File: config.mk
export PLATFORM = sky130hd
export DESIGN_NAME = axi_rw_bridge
export DESIGN_NICKNAME = d
export VERILOG_FILES = /design/src/rtl/axi_rw_bridge.sv
export SDC_FILE = /design/constraint.sdc
export NUM_CORES = 1
export LEC_CHECK = 0
export ABC_AREA = 1
export CAP_MARGIN = 20
export CORE_AREA = 2 2 187 189
export DETAILED_ROUTE_END_ITERATION = 7
export DIE_AREA = 0 0 189 191
export MAX_ROUTING_LAYER = met4
export PLACE_DENSITY = 0.63
export SETUP_SLACK_MARGIN = 0.2
export SLEW_MARGIN = 40
export SYNTH_ARGS = -nofsm -noshare
export SYNTH_HDL_FRONTEND = slang
export SYNTH_SLANG_ARGS = --single-unit
File: constraint.sdc
create_clock -name clock -period 1.6 [get_ports clock]
set_input_delay 0.48 -clock clock [delete_from_list [all_inputs] [get_ports clock]]
set_output_delay 0.48 -clock clock [all_outputs]
set_load 0.05 [all_outputs]
File: src/rtl/axi_rw_bridge.sv
// axi_rw_bridge: single-outstanding bridge from the arbiter rw_* request port
// to a single-beat AXI4 master (AR/R for reads, AW/W/B for writes).
// Optional feature macro: AXI_BRIDGE_MISALIGN_CHECK_EN -- when defined, a
// misaligned request completes immediately with SLVERR and no AXI traffic.
module axi_rw_bridge #(
  parameter int RW_DATA_WIDTH  = 64,
  parameter int AXI_ADDR_WIDTH = 64,
  parameter int AXI_DATA_WIDTH = 64
) (
  input  logic                      clock,
  input  logic                      reset,
  input  logic                      rw_valid,
  output logic                      rw_ready,
  input  logic                      rw_req,
  input  logic [AXI_ADDR_WIDTH-1:0] rw_addr,
  input  logic [1:0]                rw_size,
  input  logic [RW_DATA_WIDTH-1:0]  data_write,
  output logic [RW_DATA_WIDTH-1:0]  data_read,
  output logic [1:0]                rw_resp,
  output logic                      axi_aw_valid,
  input  logic                      axi_aw_ready,
  output logic [AXI_ADDR_WIDTH-1:0] axi_aw_addr,
  output logic [2:0]                axi_aw_size,
  output logic                      axi_w_valid,
  input  logic                      axi_w_ready,
  output logic [AXI_DATA_WIDTH-1:0] axi_w_data,
  output logic [7:0]                axi_w_strb,
  input  logic                      axi_b_valid,
  output logic                      axi_b_ready,
  input  logic [1:0]                axi_b_resp,
  output logic                      axi_ar_valid,
  input  logic                      axi_ar_ready,
  output logic [AXI_ADDR_WIDTH-1:0] axi_ar_addr,
  output logic [2:0]                axi_ar_size,
  input  logic                      axi_r_valid,
  output logic                      axi_r_ready,
  input  logic [AXI_DATA_WIDTH-1:0] axi_r_data,
  input  logic [1:0]                axi_r_resp
);

  typedef enum logic [2:0] {IDLE, RD_ADDR, RD_DATA, WR_REQ, WR_RESP, DONE} state_t;

  state_t                    state;
  logic [AXI_ADDR_WIDTH-1:0] req_addr;
  logic [1:0]                req_size;
  logic                      aw_done;
  logic                      w_done;
  logic                      aw_hs;
  logic                      w_hs;
  logic                      aw_all;
  logic                      w_all;

  // Byte-enable pattern for an access of the given size, before lane shift.
  function automatic logic [7:0] strb_mask(input logic [1:0] size);
    case (size)
      2'b00:   strb_mask = 8'h01;
      2'b01:   strb_mask = 8'h03;
      2'b10:   strb_mask = 8'h0F;
      default: strb_mask = 8'hFF;
    endcase
  endfunction

  // Bit mask that zero-extends right-aligned read data above the access size.
  function automatic logic [RW_DATA_WIDTH-1:0] data_mask(input logic [1:0] size);
    case (size)
      2'b00:   data_mask = RW_DATA_WIDTH'(64'h0000_0000_0000_00FF);
      2'b01:   data_mask = RW_DATA_WIDTH'(64'h0000_0000_0000_FFFF);
      2'b10:   data_mask = RW_DATA_WIDTH'(64'h0000_0000_FFFF_FFFF);
      default: data_mask = RW_DATA_WIDTH'(64'hFFFF_FFFF_FFFF_FFFF);
    endcase
  endfunction

`ifdef AXI_BRIDGE_MISALIGN_CHECK_EN
  // True when the low address bits are not a multiple of the access size.
  function automatic logic misaligned(input logic [2:0] off, input logic [1:0] size);
    logic [2:0] lsb_mask;
    lsb_mask   = (3'd1 << size) - 3'd1;
    misaligned = (off & lsb_mask) != 3'd0;
  endfunction
`endif

  // Address channels always present the captured request; size is zero-padded.
  assign axi_ar_addr = req_addr;
  assign axi_aw_addr = req_addr;
  assign axi_ar_size = {1'b0, req_size};
  assign axi_aw_size = {1'b0, req_size};

  // Write-channel handshakes this cycle, merged with those already seen.
  assign aw_hs  = axi_aw_valid & axi_aw_ready;
  assign w_hs   = axi_w_valid & axi_w_ready;
  assign aw_all = aw_done | aw_hs;
  assign w_all  = w_done | w_hs;

  // Transaction FSM; every handshake and completion output is registered here.
  always_ff @(posedge clock) begin
    if (reset) begin
      state        <= IDLE;
      req_addr     <= '0;
      req_size     <= '0;
      aw_done      <= 1'b0;
      w_done       <= 1'b0;
      rw_ready     <= 1'b0;
      data_read    <= '0;
      rw_resp      <= '0;
      axi_aw_valid <= 1'b0;
      axi_w_valid  <= 1'b0;
      axi_w_data   <= '0;
      axi_w_strb   <= '0;
      axi_b_ready  <= 1'b0;
      axi_ar_valid <= 1'b0;
      axi_r_ready  <= 1'b0;
    end else begin
      rw_ready <= 1'b0;
      case (state)
        IDLE: begin
          if (rw_valid) begin
            req_addr   <= rw_addr;
            req_size   <= rw_size;
            axi_w_data <= data_write << {rw_addr[2:0], 3'b000};
            axi_w_strb <= strb_mask(rw_size) << rw_addr[2:0];
`ifdef AXI_BRIDGE_MISALIGN_CHECK_EN
            if (misaligned(rw_addr[2:0], rw_size)) begin
              state     <= DONE;
              rw_ready  <= 1'b1;
              data_read <= '0;
              rw_resp   <= 2'b10;
            end else
`endif
            if (rw_req) begin
              state        <= WR_REQ;
              axi_aw_valid <= 1'b1;
              axi_w_valid  <= 1'b1;
              aw_done      <= 1'b0;
              w_done       <= 1'b0;
            end else begin
              state        <= RD_ADDR;
              axi_ar_valid <= 1'b1;
            end
          end
        end
        RD_ADDR: begin
          if (axi_ar_ready) begin
            axi_ar_valid <= 1'b0;
            axi_r_ready  <= 1'b1;
            state        <= RD_DATA;
          end
        end
        RD_DATA: begin
          if (axi_r_valid) begin
            axi_r_ready <= 1'b0;
            data_read   <= (axi_r_data >> {req_addr[2:0], 3'b000}) & data_mask(req_size);
            rw_resp     <= axi_r_resp;
            rw_ready    <= 1'b1;
            state       <= DONE;
          end
        end
        WR_REQ: begin
          if (aw_hs) axi_aw_valid <= 1'b0;
          if (w_hs)  axi_w_valid  <= 1'b0;
          aw_done <= aw_all;
          w_done  <= w_all;
          if (aw_all && w_all) begin
            axi_b_ready <= 1'b1;
            state       <= WR_RESP;
          end
        end
        WR_RESP: begin
          if (axi_b_valid) begin
            axi_b_ready <= 1'b0;
            rw_resp     <= axi_b_resp;
            rw_ready    <= 1'b1;
            state       <= DONE;
          end
        end
        DONE: begin
          state <= IDLE;
        end
        default: begin
          state <= IDLE;
        end
      endcase
    end
  end

endmodule

==> results of run 1 <==
## timing repair
action	4_1_cts	5_1_grt
pin swaps	36	99
endpoints found under the setup margin	473	483
cloned	14	18
gates resized for setup	422	330
hold buffers	0	0
buffers inserted	45	30
## through the flow
stage	TNS, ns	cells	hold WS, ns	utilization	area (sq um)
3_5_place_dp	-54.92	2750	0.4516	0.5920	20200
6_report	-1.227	2909	0.4534	0.7175	24480
5_1_grt	-3.408	2906	0.4531	0.7173	24470
4_1_cts	-1.682	2856	0.4026	0.6689	22820
2_1_floorplan	0	1858	0.4316	-	11720
3_3_place_gp	-48.85	2750	0.4426	0.5920	20200
## kinds of logic after synthesis
family	count (synthesis)
other	1
and+or+nand+nor	1066
AOI/OAI and AO/OA	286
buffers and inverters	289
DFF	215
## worst min-delay path: stages
cell and delay [ns]:
sky130_fd_sc_hd__buf_4 0.15, sky130_fd_sc_hd__buf_12 0.20, sky130_fd_sc_hd__nor2_1 0.11
## cells in the final DEF (no fill, tap or decap), drive strengths merged
cell	instances
nand3	181
bufinv	4
diode	5
nor3	2
conb	2
nand4	21
and2	1
o211ai	5
clkbuf	44
bufbuf	3
o22ai	1
nand2	635
or2	6
clkdlybuf4s50	201
a22oi	9
a211oi	1
buf	514
dlymetal6s2s	2
clkinv	10
o21bai	1
a21oi	118
inv	94
dfxtp	215
nand3b	1
clkinvlp	4
nor2	223
o21ai	150
o2111ai	1
## cell type report
type	count	area, sq um	area share
diodes	5	12.51	0.0005111
inverters	98	425.4	0.01738
multi-input cells	1358	7138	0.2916
repair buffers	731	10530	0.4302
flip-flops and latches	215	4853	0.1983
clock buffers	33	748.2	0.03057
well taps	455	569.3	0.02326
clock inverters	14	201.4	0.008229
## worst max path at each step
stage | cells after the start | endpoint | startpoint
final | 3 | axi_aw_addr[0] | axi_ar_addr[0]
after global placement | 7 | axi_w_data[62] | data_write[6]
after floorplan | 9 | data_read[0] | axi_ar_addr[0]
after CTS | 3 | axi_aw_addr[0] | axi_ar_addr[0]
after global routing | 3 | axi_ar_addr[0] | axi_ar_addr[0]
after detailed placement | 7 | axi_w_data[62] | data_write[6]
## state kept, by name, summed over array words and instances (netlist names)
register,cells
axi_w_data,64
axi_r_ready,1
w_done,1
state,3
axi_aw_valid,1
axi_ar_addr,64
axi_w_strb,8
rw_resp,2
data_read,64
aw_done,1
rw_ready,1
axi_ar_valid,1
req_size,2
axi_w_valid,1
axi_b_ready,1
## cells in the mapped netlist (2+ instances only)
master and count:
sky130_fd_sc_hd__a21oi_1 118, sky130_fd_sc_hd__a22oi_1 9, sky130_fd_sc_hd__buf_1 5, sky130_fd_sc_hd__buf_2 40, sky130_fd_sc_hd__buf_4 73, sky130_fd_sc_hd__buf_6 8, sky130_fd_sc_hd__clkbuf_1 64, sky130_fd_sc_hd__clkinv_1 3
sky130_fd_sc_hd__dfxtp_1 215, sky130_fd_sc_hd__inv_1 91, sky130_fd_sc_hd__inv_2 3, sky130_fd_sc_hd__nand2_1 628, sky130_fd_sc_hd__nand2_4 4, sky130_fd_sc_hd__nand3_1 180, sky130_fd_sc_hd__nand4_1 21, sky130_fd_sc_hd__nor2_1 216
sky130_fd_sc_hd__nor2_2 2, sky130_fd_sc_hd__nor2_4 3, sky130_fd_sc_hd__o211ai_1 5, sky130_fd_sc_hd__o21ai_0 143, sky130_fd_sc_hd__o21ai_1 7, sky130_fd_sc_hd__or2_2 6
## per-layer routing
metal	part of all wire	wire (um)
met2	0.49	29720
met4	0.053	3257
met1	0.36	21910
met5	0	0
met3	0.10	6128
## power groups by stage
stage | clock [mW] | combinational, mW | sequential [mW]
after floorplan | 0 | 7.47 | 9.93
after detailed placement | 0 | 18.6 | 7.95
final | 6.49 | 23.2 | 8.25
after global routing | 6.74 | 24.2 | 8.35
after CTS | 6.53 | 20.6 | 8.18
after global placement | 0 | 18.4 | 7.94
==> impl_metrics.csv, run 1 <==
group,metric,value,unit
floorplanning,std_cell_rows,68,
worst_setup_path,worstSetupStartpointType,"flop",
grt,grt_first_pass_wirelength,83590,um
logic_synthesis,synth_xor_area_frac,0,
logic_synthesis,synth_warnings,0,
sta,relSlewSlack,0.5705,
grt,global_route_congestion_overflow_total,0,
layout,syn2layout_area_growth,109.8,%
worst_hold_path,min_path_cells,3,
worst_setup_path,ff2ff_path_depth,9,
logic_synthesis,proportion_of_register_bits_with_asynchronous_set_or_reset_after_synthesis,0,
worst_setup_path,cp_slowest_stage_delay,0.36,ns
cts,cts-buffers-inserted,26,
pwr,ir_drop,1059,uV
detailed_routing,final_antenna_net_count,0,
pwr,power.net_switching,16.62,mW
logic_synthesis,most_common_flop_cell_mapped_by_yosys,"sky130_fd_sc_hd__dfxtp_1",
sta,slew_viol_final,0,
logic_synthesis,combinational_family_with_the_most_area_after_synthesis,"simple AND/OR/NAND/NOR gates",
pwr,power.clock.fraction,0.171,
worst_hold_path,hold_path_sink,"axi_w_data[38]",
pwr,power.density_cell_area,1550,mW/mm^2
sta,setup_viol_count_final,21,
placed_design,routabilityCongestion,1.020,
worst_setup_path,crit_buf_inv,3,
grt,grt_antenna_before_repair,2,
detailed_routing,drt_first_pass_iters,6,
logic_synthesis,avg_cell_area_syn,6.284,sq um
layout,n_fill_cell,2418,
logic_synthesis,seq_area_frac_synth,0.3689,
cts,worst_skew_pair.late_latency,0.55,ns
worst_setup_path,crit_path_frequent_cell,"sky130_fd_sc_hd__buf_12",
worst_setup_path,required,1.12,ns
worst_setup_path,worst_path_max_delay_cell,"sky130_fd_sc_hd__dfxtp_4",
logic_synthesis,synth.top_cells.by_area,"sky130_fd_sc_hd__dfxtp_1, sky130_fd_sc_hd__nand2_1, sky130_fd_sc_hd__nand3_1",
sta,final_critical_delay_including_setup_and_external_delays,1.762,ns
job,max-cap-violations,0,
floorplanning,die_w,189,um
logic_synthesis,synth_compound_gate_area_share,0.1265,
worst_setup_path,reg2reg_to,"data_read[13]",
worst_hold_path,hold_path_startpoint,"reset",
cts,cts_htree_levels,1,
grt,most_used_routing_layer,"met2",
placed_design,dp_worst_setup_slack,-0.4904,ns
cts,cts.path.max_buffers,3,
worst_setup_path,worst_ep_arrival_time,1.28,ns
pwr,power_switching_share,0.4381,
logic_synthesis,muxShareOfSynthArea,0,
placed_design,dp.final_hpwl,41540,um
grt,global_route.usage.met2,0.5186,
floorplanning,core_region_area,0.03412,sq mm
grt,global_route.usage.met3,0.07105,
cts,cts_tree,"done",
sta,final.setup_skew,0.02279,ns
layout,design.final.nets,2637,
cts,clk_tree_root_cell,"sky130_fd_sc_hd__clkbuf_16",
worst_setup_path,critical_path_peak_fanout,3,
pwr,total_leakage_power,10.77,nW
sta,final_hold_violation_count,0,
logic_synthesis,synth_edf_count,0,
worst_setup_path,crit_path_cell_trace,"buf_12 > buf_12 > buf_12",
run_status,outcome,"complete, but fails checks",
pwr,internal-power,21.32,mW
sta,post-route-worst-setup-slack,-0.1622,ns
cts,cts.clk_slew.worst_paths,0.06,ns
sta,max_freq,567.5,MHz
logic_synthesis,synthDominantCellAreaShare,0.3689,
floorplanning,die_h,191,um
pwr,p_total,37.94,mW
worst_setup_path,endpoint_kind,"output pin",
logic_synthesis,synthSimpleGateAreaFrac,0.3770,
grt,groute.usage.overall,0.3086,
logic_synthesis,synth_cell_type_count,35,
logic_synthesis,synth_seq_cells,215,
logic_synthesis,synth_fa_ha_area_frac,0,
sta,rsz0062_at_grt,"true",
floorplanning,fp.dieArea,0.03610,sq mm
floorplanning,io_pins,485,
worst_hold_path,worstHoldPathType,"input pin to flop",
worst_setup_path,regToRegSetupSlack,-0.13,ns
logic_synthesis,synth_cells,1857,
sta,pin_slew_with_the_least_headroom_to_its_limit,0.6400,ns
placed_design,portBuffers,482,
layout,drive_gt1_frac,0.4336,
grt,first_global_vias,14550,
detailed_routing,totalWireLength,61020,um
logic_synthesis,post_synth_top_area_cell,"sky130_fd_sc_hd__dfxtp_1",
pwr,power.combinational.fraction,0.612,
grt,grt_start_max_net_pins,77,
logic_synthesis,post_synthesis_instance_area,0.01167,sq mm
worst_setup_path,cp_top_family,"buffers and inverters",
run_status,violations_in_the_final_reports,"negative setup slack",
detailed_routing,route.detailed.drc,0,
detailed_routing,initialDrtViolationCount,1508,
floorplanning,effective_utilization_at_floorplan,0.3420,
worst_setup_path,path_type_of_the_worst_setup_path,"flop to output pin",
grt,globalRouteMet1Util,0.3528,
detailed_routing,detailroute.via_count,15380,
cts,clkSinkCount,215,
sta,fin_crit_sh,1.101,
detailed_routing,viasPerCell,5.286,
pwr,seq_power_share,0.217,
worst_setup_path,reg2reg_from,"axi_ar_addr[1]",
detailed_routing,wl_per_cell,20.98,um
Note: power is estimated with default switching activity, not from simulation.
==> inputs of run 2 (changes only) <==
==> constraint.sdc (replaced) <==
create_clock -name clock -period 1.83 [get_ports clock]
set_input_delay 0.549 -clock clock [delete_from_list [all_inputs] [get_ports clock]]
set_output_delay 0.549 -clock clock [all_outputs]
set_load 0.05 [all_outputs]
==> run 2 against run 1 <==
  * The flow now finishes without violations
  * Via count shrank 6.9%
  * Global-route usage down 1.5 points
  * Worst hold slack improved by 0.0058 ns
  * Critical path type unchanged
  * Critical endpoint is now axi_ar_addr[0]
==> impl_metrics.csv, run 2 (same netlist as run 1, synthesis figures left out) <==
group,metric,value,unit
detailed_routing,top_signal_layer_used,"met4",
worst_setup_path,endpoint_kind,"output pin",
detailed_routing,route.detailed.drc,0,
floorplanning,die_w,189,um
run_status,outcome,"finished clean",
pwr,power.density_cell_area,1377,mW/mm^2
grt,groute.usage.overall,0.2939,
cts,post_cts_hold_buffer_count,0,
cts,cts.clk_slew.worst_paths,0.06,ns
detailed_routing,routed-wl-met2,26130,um
detailed_routing,totalWireLength,54370,um
job,max-cap-violations,0,
pwr,ir_drop,976.5,uV
sta,hold_ws,0.4593,ns
worst_hold_path,min_path_cells,2,
sta,slew_viol_final,0,
layout,layout_common_cells,"sky130_fd_sc_hd__nand2_1, sky130_fd_sc_hd__nor2_1, sky130_fd_sc_hd__clkdlybuf4s50_1, sky130_fd_sc_hd__nand3_1, sky130_fd_sc_hd__buf_12",
grt,first_global_vias,13770,
detailed_routing,wl_per_cell,19.32,um
cts,worst_skew_pair.late_latency,0.53,ns
cts,clkSinkCount,215,
worst_setup_path,critical_path_peak_fanout,5,
floorplanning,fp.dieArea,0.03610,sq mm
layout,mostFrequentLayoutCell,"sky130_fd_sc_hd__nand2_1",
cts,cts_tree,"done",
placed_design,routabilityCongestion,0.9922,
layout,syn2layout_area_growth,76.61,%
detailed_routing,viasPerCell,5.088,
sta,fin_crit_sh,0.9597,
sta,setup_viol_count_final,0,
placed_design,portBuffers,482,
sta,pin_slew_with_the_least_headroom_to_its_limit,0.7551,ns
layout,n_fill_cell,3079,
floorplanning,io_pins,485,
detailed_routing,detailroute.via_count,14320,
detailed_routing,wl_met1,20890,um
sta,final.setup_skew,0.01656,ns
placed_design,dp.final_hpwl,39390,um
cts,cts_htree_levels,1,
grt,grt_antenna_before_repair,2,
layout,drive_gt1_frac,0.3004,
detailed_routing,wl_met3,4847,um
floorplanning,die_h,191,um
worst_setup_path,ff2ff_path_depth,8,
layout,instances_no_fill,2814,
sta,relSlewSlack,0.4948,
floorplanning,std_cell_rows,68,
cts,cts-buffers-inserted,26,
floorplanning,core_region_area,0.03412,sq mm
layout,multi_input_comb_area,0.005922,sq mm
worst_hold_path,worstHoldPathType,"flop to flop",
pwr,total_leakage_power,9.211,nW
cts,clk_tree_root_cell,"sky130_fd_sc_hd__clkbuf_16",
sta,final_hold_violation_count,0,
sta,final_critical_delay_including_setup_and_external_delays,1.756,ns
worst_setup_path,path_type_of_the_worst_setup_path,"flop to output pin",
worst_setup_path,required,1.28,ns
grt,grt_first_pass_wirelength,80050,um
cts,cts.path.max_buffers,3,
placed_design,dpl.cell_count,2737,
grt,global_route_congestion_overflow_total,0,
pwr,p_total,28.39,mW
detailed_routing,drt_first_pass_iters,6,
sta,max_freq,569.4,MHz
layout,design.final.nets,2544,
detailed_routing,final_antenna_net_count,0,
layout,regArea,0.004678,sq mm
grt,grt_start_max_net_pins,71,
sta,totalNegativeSetupSlack,0,ns
detailed_routing,initialDrtViolationCount,1165,
worst_setup_path,worst_ep_arrival_time,1.21,ns
worst_setup_path,worstSetupStartpointType,"flop",
floorplanning,effective_utilization_at_floorplan,0.3420,
sta,rsz0062_at_grt,"true",
==> run 2: cell count changes in the layout (fill, tap and decap cells not counted), sizes merged <==
cell / delta
clkinvlp: -3
buf: -82
dlymetal6s2s: -2
nor2: -1
nand2: -3
bufbuf: +2
inv: +3
clkinv: +3
clkbuf: -11
diode: -3
clkdlybuf4s50: +2
==> run 2: metrics by stage <==
stage            util  cell area [sq um]  worst slack [ns]
5_1_grt        0.6040              20610           0.03214
6_report       0.6040              20610           0.07372
4_1_cts        0.5955              20320           0.04692
3_3_place_gp   0.5315              18130           -0.3295
2_1_floorplan       -              11680            0.2075
3_5_place_dp   0.5315              18130           -0.3062
==> run 2: worst max-delay path: stages (launching register included) <==
cell	delay (ns)
sky130_fd_sc_hd__dfxtp_4	0.41
sky130_fd_sc_hd__buf_12	0.14
sky130_fd_sc_hd__buf_12	0.13
==> run 2: cell type report <==
| cell class | count | area share |
|---|---|---|
| antenna | 2 | 0.0002429 |
| tap | 455 | 0.02762 |
| inverter | 98 | 0.01821 |
| clock buffer | 31 | 0.03448 |
| clock inverter | 17 | 0.009653 |
| multi-input combinational | 1354 | 0.2874 |
| timing repair buffer | 642 | 0.3954 |
| sequential | 215 | 0.2270 |
==> run 2: report_power, final <==
group	internal [mW]	switching, mW
logic	6.57	9.35
clock network	3.34	2.13
registers	5.76	1.25
total	15.7	12.7
==> run 2: layer usage <==
metal	track usage	up-vias
met3	0.06444	156
met5	-	-
met2	0.4869	723
li1	-	6849
met4	0.1229	0
met1	0.3446	6589
==> run 2: final timing paths <==
kind / from / to / slack [ns]
worst max-delay path: axi_ar_addr[0] / axi_ar_addr[0] / 0.07
worst min-delay path: aw_done / aw_done / 0.46
worst max register to register: axi_ar_addr[0] / data_read[4] / 0.09
worst min register to register: aw_done / aw_done / 0.46
==> run 2: repair_timing <==
item,4_1_cts,5_1_grt
gates cloned,6,2
gates resized for setup,378,92
endpoints found under the hold margin,0,0
setup endpoints to repair,276,249
setup buffers,15,4
pin swaps,1,6
==> inputs of run 3 (changes only) <==
--- a/config.mk
+++ b/config.mk
@@ -7,11 +7,13 @@
 export LEC_CHECK = 0
 export ABC_AREA = 1
 export CAP_MARGIN = 20
-export CORE_AREA = 2 2 187 189
+export CORE_AREA = 2 2 190 192
+export CTS_BUF_LIST = sky130_fd_sc_hd__clkbuf_4 sky130_fd_sc_hd__clkbuf_8
 export DETAILED_ROUTE_END_ITERATION = 7
-export DIE_AREA = 0 0 189 191
+export DIE_AREA = 0 0 192 194
 export MAX_ROUTING_LAYER = met4
-export PLACE_DENSITY = 0.63
+export PLACE_DENSITY = 0.62
+export REMOVE_ABC_BUFFERS = 1
 export SETUP_SLACK_MARGIN = 0.2
 export SLEW_MARGIN = 40
 export SYNTH_ARGS = -nofsm -noshare
==> run 3 against run 2 <==
  * Clock power shrank 5.3%
  * Worst hold slack got worse by 0.0024 ns
  * Critical endpoint is now axi_ar_addr[1]
  * Die area increased by 3.2%
  * Sequential share of layout area increased by 0.49 points
==> impl_metrics.csv, run 3 (same netlist as run 1, synthesis figures left out) <==
group,metric,value,unit
detailed_routing,drt_first_pass_iters,6,
worst_setup_path,required,1.28,ns
detailed_routing,viasPerCell,5.079,
detailed_routing,route.detailed.drc,0,
floorplanning,die_w,192,um
sta,fin_crit_sh,0.9465,
worst_setup_path,crit_buf_inv,2,
layout,drive_gt1_frac,0.3214,
placed_design,dp_worst_setup_slack,-0.2317,ns
pwr,power.clock.fraction,0.184,
cts,cts.clk_slew.worst_paths,0.06,ns
worst_setup_path,crit_path_frequent_cell,"sky130_fd_sc_hd__buf_12",
pwr,power.density_cell_area,1368,mW/mm^2
detailed_routing,totalWireLength,53430,um
cts,worst_skew_pair.late_latency,0.55,ns
layout,syn2layout_area_growth,76.47,%
sta,totalNegativeSetupSlack,0,ns
cts,cts.path.max_buffers,3,
layout,design.final.nets,2533,
detailed_routing,wl_per_cell,18.89,um
floorplanning,die_h,194,um
grt,global_route_congestion_overflow_total,0,
cts,cts_htree_levels,2,
worst_setup_path,critical_path_peak_fanout,4,
placed_design,dp.final_hpwl,35080,um
sta,slew_viol_final,0,
placed_design,portBuffers,482,
placed_design,post_dp_cell_area,0.01692,sq mm
worst_setup_path,worstSetupStartpointType,"flop",
placed_design,routabilityCongestion,0.9068,
worst_setup_path,cp_slowest_stage_delay,0.35,ns
grt,groute.usage.overall,0.2726,
worst_setup_path,ff2ff_path_depth,10,
cts,clkSinkCount,215,
floorplanning,std_cell_rows,69,
pwr,internal-power,15.35,mW
worst_setup_path,cp.depth,2,
cts,cts_tree,"done",
floorplanning,core_region_area,0.03522,sq mm
worst_hold_path,worstHoldPathType,"flop to flop",
worst_setup_path,endpoint_kind,"output pin",
cts,clk_tree_root_cell,"sky130_fd_sc_hd__clkbuf_8",
run_status,outcome,"finished clean",
job,max-cap-violations,0,
layout,mostFrequentLayoutCell,"sky130_fd_sc_hd__nand2_1",
layout,layout_common_cells,"sky130_fd_sc_hd__nand2_1, sky130_fd_sc_hd__nor2_1, sky130_fd_sc_hd__clkdlybuf4s50_1, sky130_fd_sc_hd__buf_8, sky130_fd_sc_hd__nand3_1",
sta,setup_viol_count_final,0,
sta,post-route-worst-setup-slack,0.09789,ns
sta,hold_ws,0.4568,ns
detailed_routing,initialDrtViolationCount,1176,
sta,final_critical_delay_including_setup_and_external_delays,1.732,ns
sta,max_freq,577.3,MHz
detailed_routing,detailroute.via_count,14360,
worst_setup_path,worst_ep_arrival_time,1.18,ns
pwr,power_switching_share,0.4552,
pwr,power.combinational.fraction,0.568,
floorplanning,io_pins,485,
pwr,ir_drop,1346,uV
sta,final.setup_skew,0.02441,ns
grt,grt_start_max_net_pins,75,
worst_setup_path,path_type_of_the_worst_setup_path,"flop to output pin",
grt,grt_antenna_before_repair,10,
cts,cts-buffers-inserted,41,
pwr,seq_power_share,0.248,
detailed_routing,final_antenna_net_count,0,
layout,final_area,0.02059,sq mm
grt,first_global_vias,13670,
pwr,power.net_switching,12.82,mW
worst_hold_path,min_path_cells,2,
worst_setup_path,cp_top_family,"flip-flops",
floorplanning,fp.dieArea,0.03725,sq mm
sta,final_hold_violation_count,0,
worst_setup_path,crit_path_cell_trace,"buf_12 > buf_12",
pwr,total_leakage_power,9.170,nW
worst_setup_path,worst_path_max_delay_cell,"sky130_fd_sc_hd__dfxtp_4",
floorplanning,effective_utilization_at_floorplan,0.3313,
grt,grt_first_pass_wirelength,77310,um
sta,rsz0062_at_grt,"true",
-- run 3: changes by cell type in the layout (fill, tap and decap cells not counted), sizes merged, moves of 3 or more --
cell,delta
clkbuf,+37
clkinv,-7
buf,-28
bufinv,-3
diode,+10
-- run 3: worst paths after layout --
path,start,end,slack (ns)
min,axi_r_ready,axi_r_ready,0.46
max reg2reg,axi_ar_addr[0],data_read[11],0.15
min reg2reg,axi_r_ready,axi_r_ready,0.46
max,axi_ar_addr[1],axi_ar_addr[1],0.1
-- run 3: cell type report --
| type | instances | area, sq um |
|---|---|---|
| timing repair buffer | 616 | 7898 |
| multi-input combinational | 1354 | 6047 |
| fill | 3114 | 14630 |
| tap | 461 | 576.8 |
| antenna | 12 | 30.03 |
| inverter | 98 | 376.6 |
| sequential | 215 | 4775 |
| clock inverter | 7 | 70.07 |
| clock buffer | 65 | 819.5 |
-- run 3: power by group through the flow --
stage / Clock (mW) / Sequential (mW) / Combinational, mW
after detailed placement: 0 / 6.42 / 13.4
final: 5.18 / 6.99 / 16.0
after global routing: 5.50 / 7.08 / 16.9
after CTS: 5.29 / 6.90 / 15.0
after global placement: 0 / 6.43 / 13.4
after floorplan: 0 / 10.4 / 3.63
-- run 3: per-layer routing --
layer / GRT usage / part of all wire / routed length (um)
met2: 0.4244 / 0.47 / 24900
met5: - / 0 / 0
met3: 0.07891 / 0.11 / 5785
met4: 0.1275 / 0.048 / 2547
met1: 0.3227 / 0.38 / 20190
-- run 3: repair_timing --
action | in CTS | in global routing
buffers inserted | 19 | 14
pin swaps | 0 | 17
setup endpoints to repair | 280 | 342
hold buffers | 0 | 0
endpoints found under the hold margin | 0 | 0
gates resized for setup | 626 | 131
cloned | 4 | 8
-- run 3: worst min-delay path, delay by kind of cell (launching register included) --
kind / cells / cell delay, ns
compound gates: 1 / 0.05
buf+inv: 1 / 0.05
flops: 1 / 0.32
-- run 3: through the flow --
step | util | power (mW) | instances
floorplan | - | 14.05 | 1667
global placement | 0.4804 | 19.82 | 2699
detailed placement | 0.4804 | 19.85 | 2699
CTS | 0.5634 | 27.23 | 2794
global route | 0.5845 | 29.45 | 2826
finish | 0.5846 | 28.17 | 2828
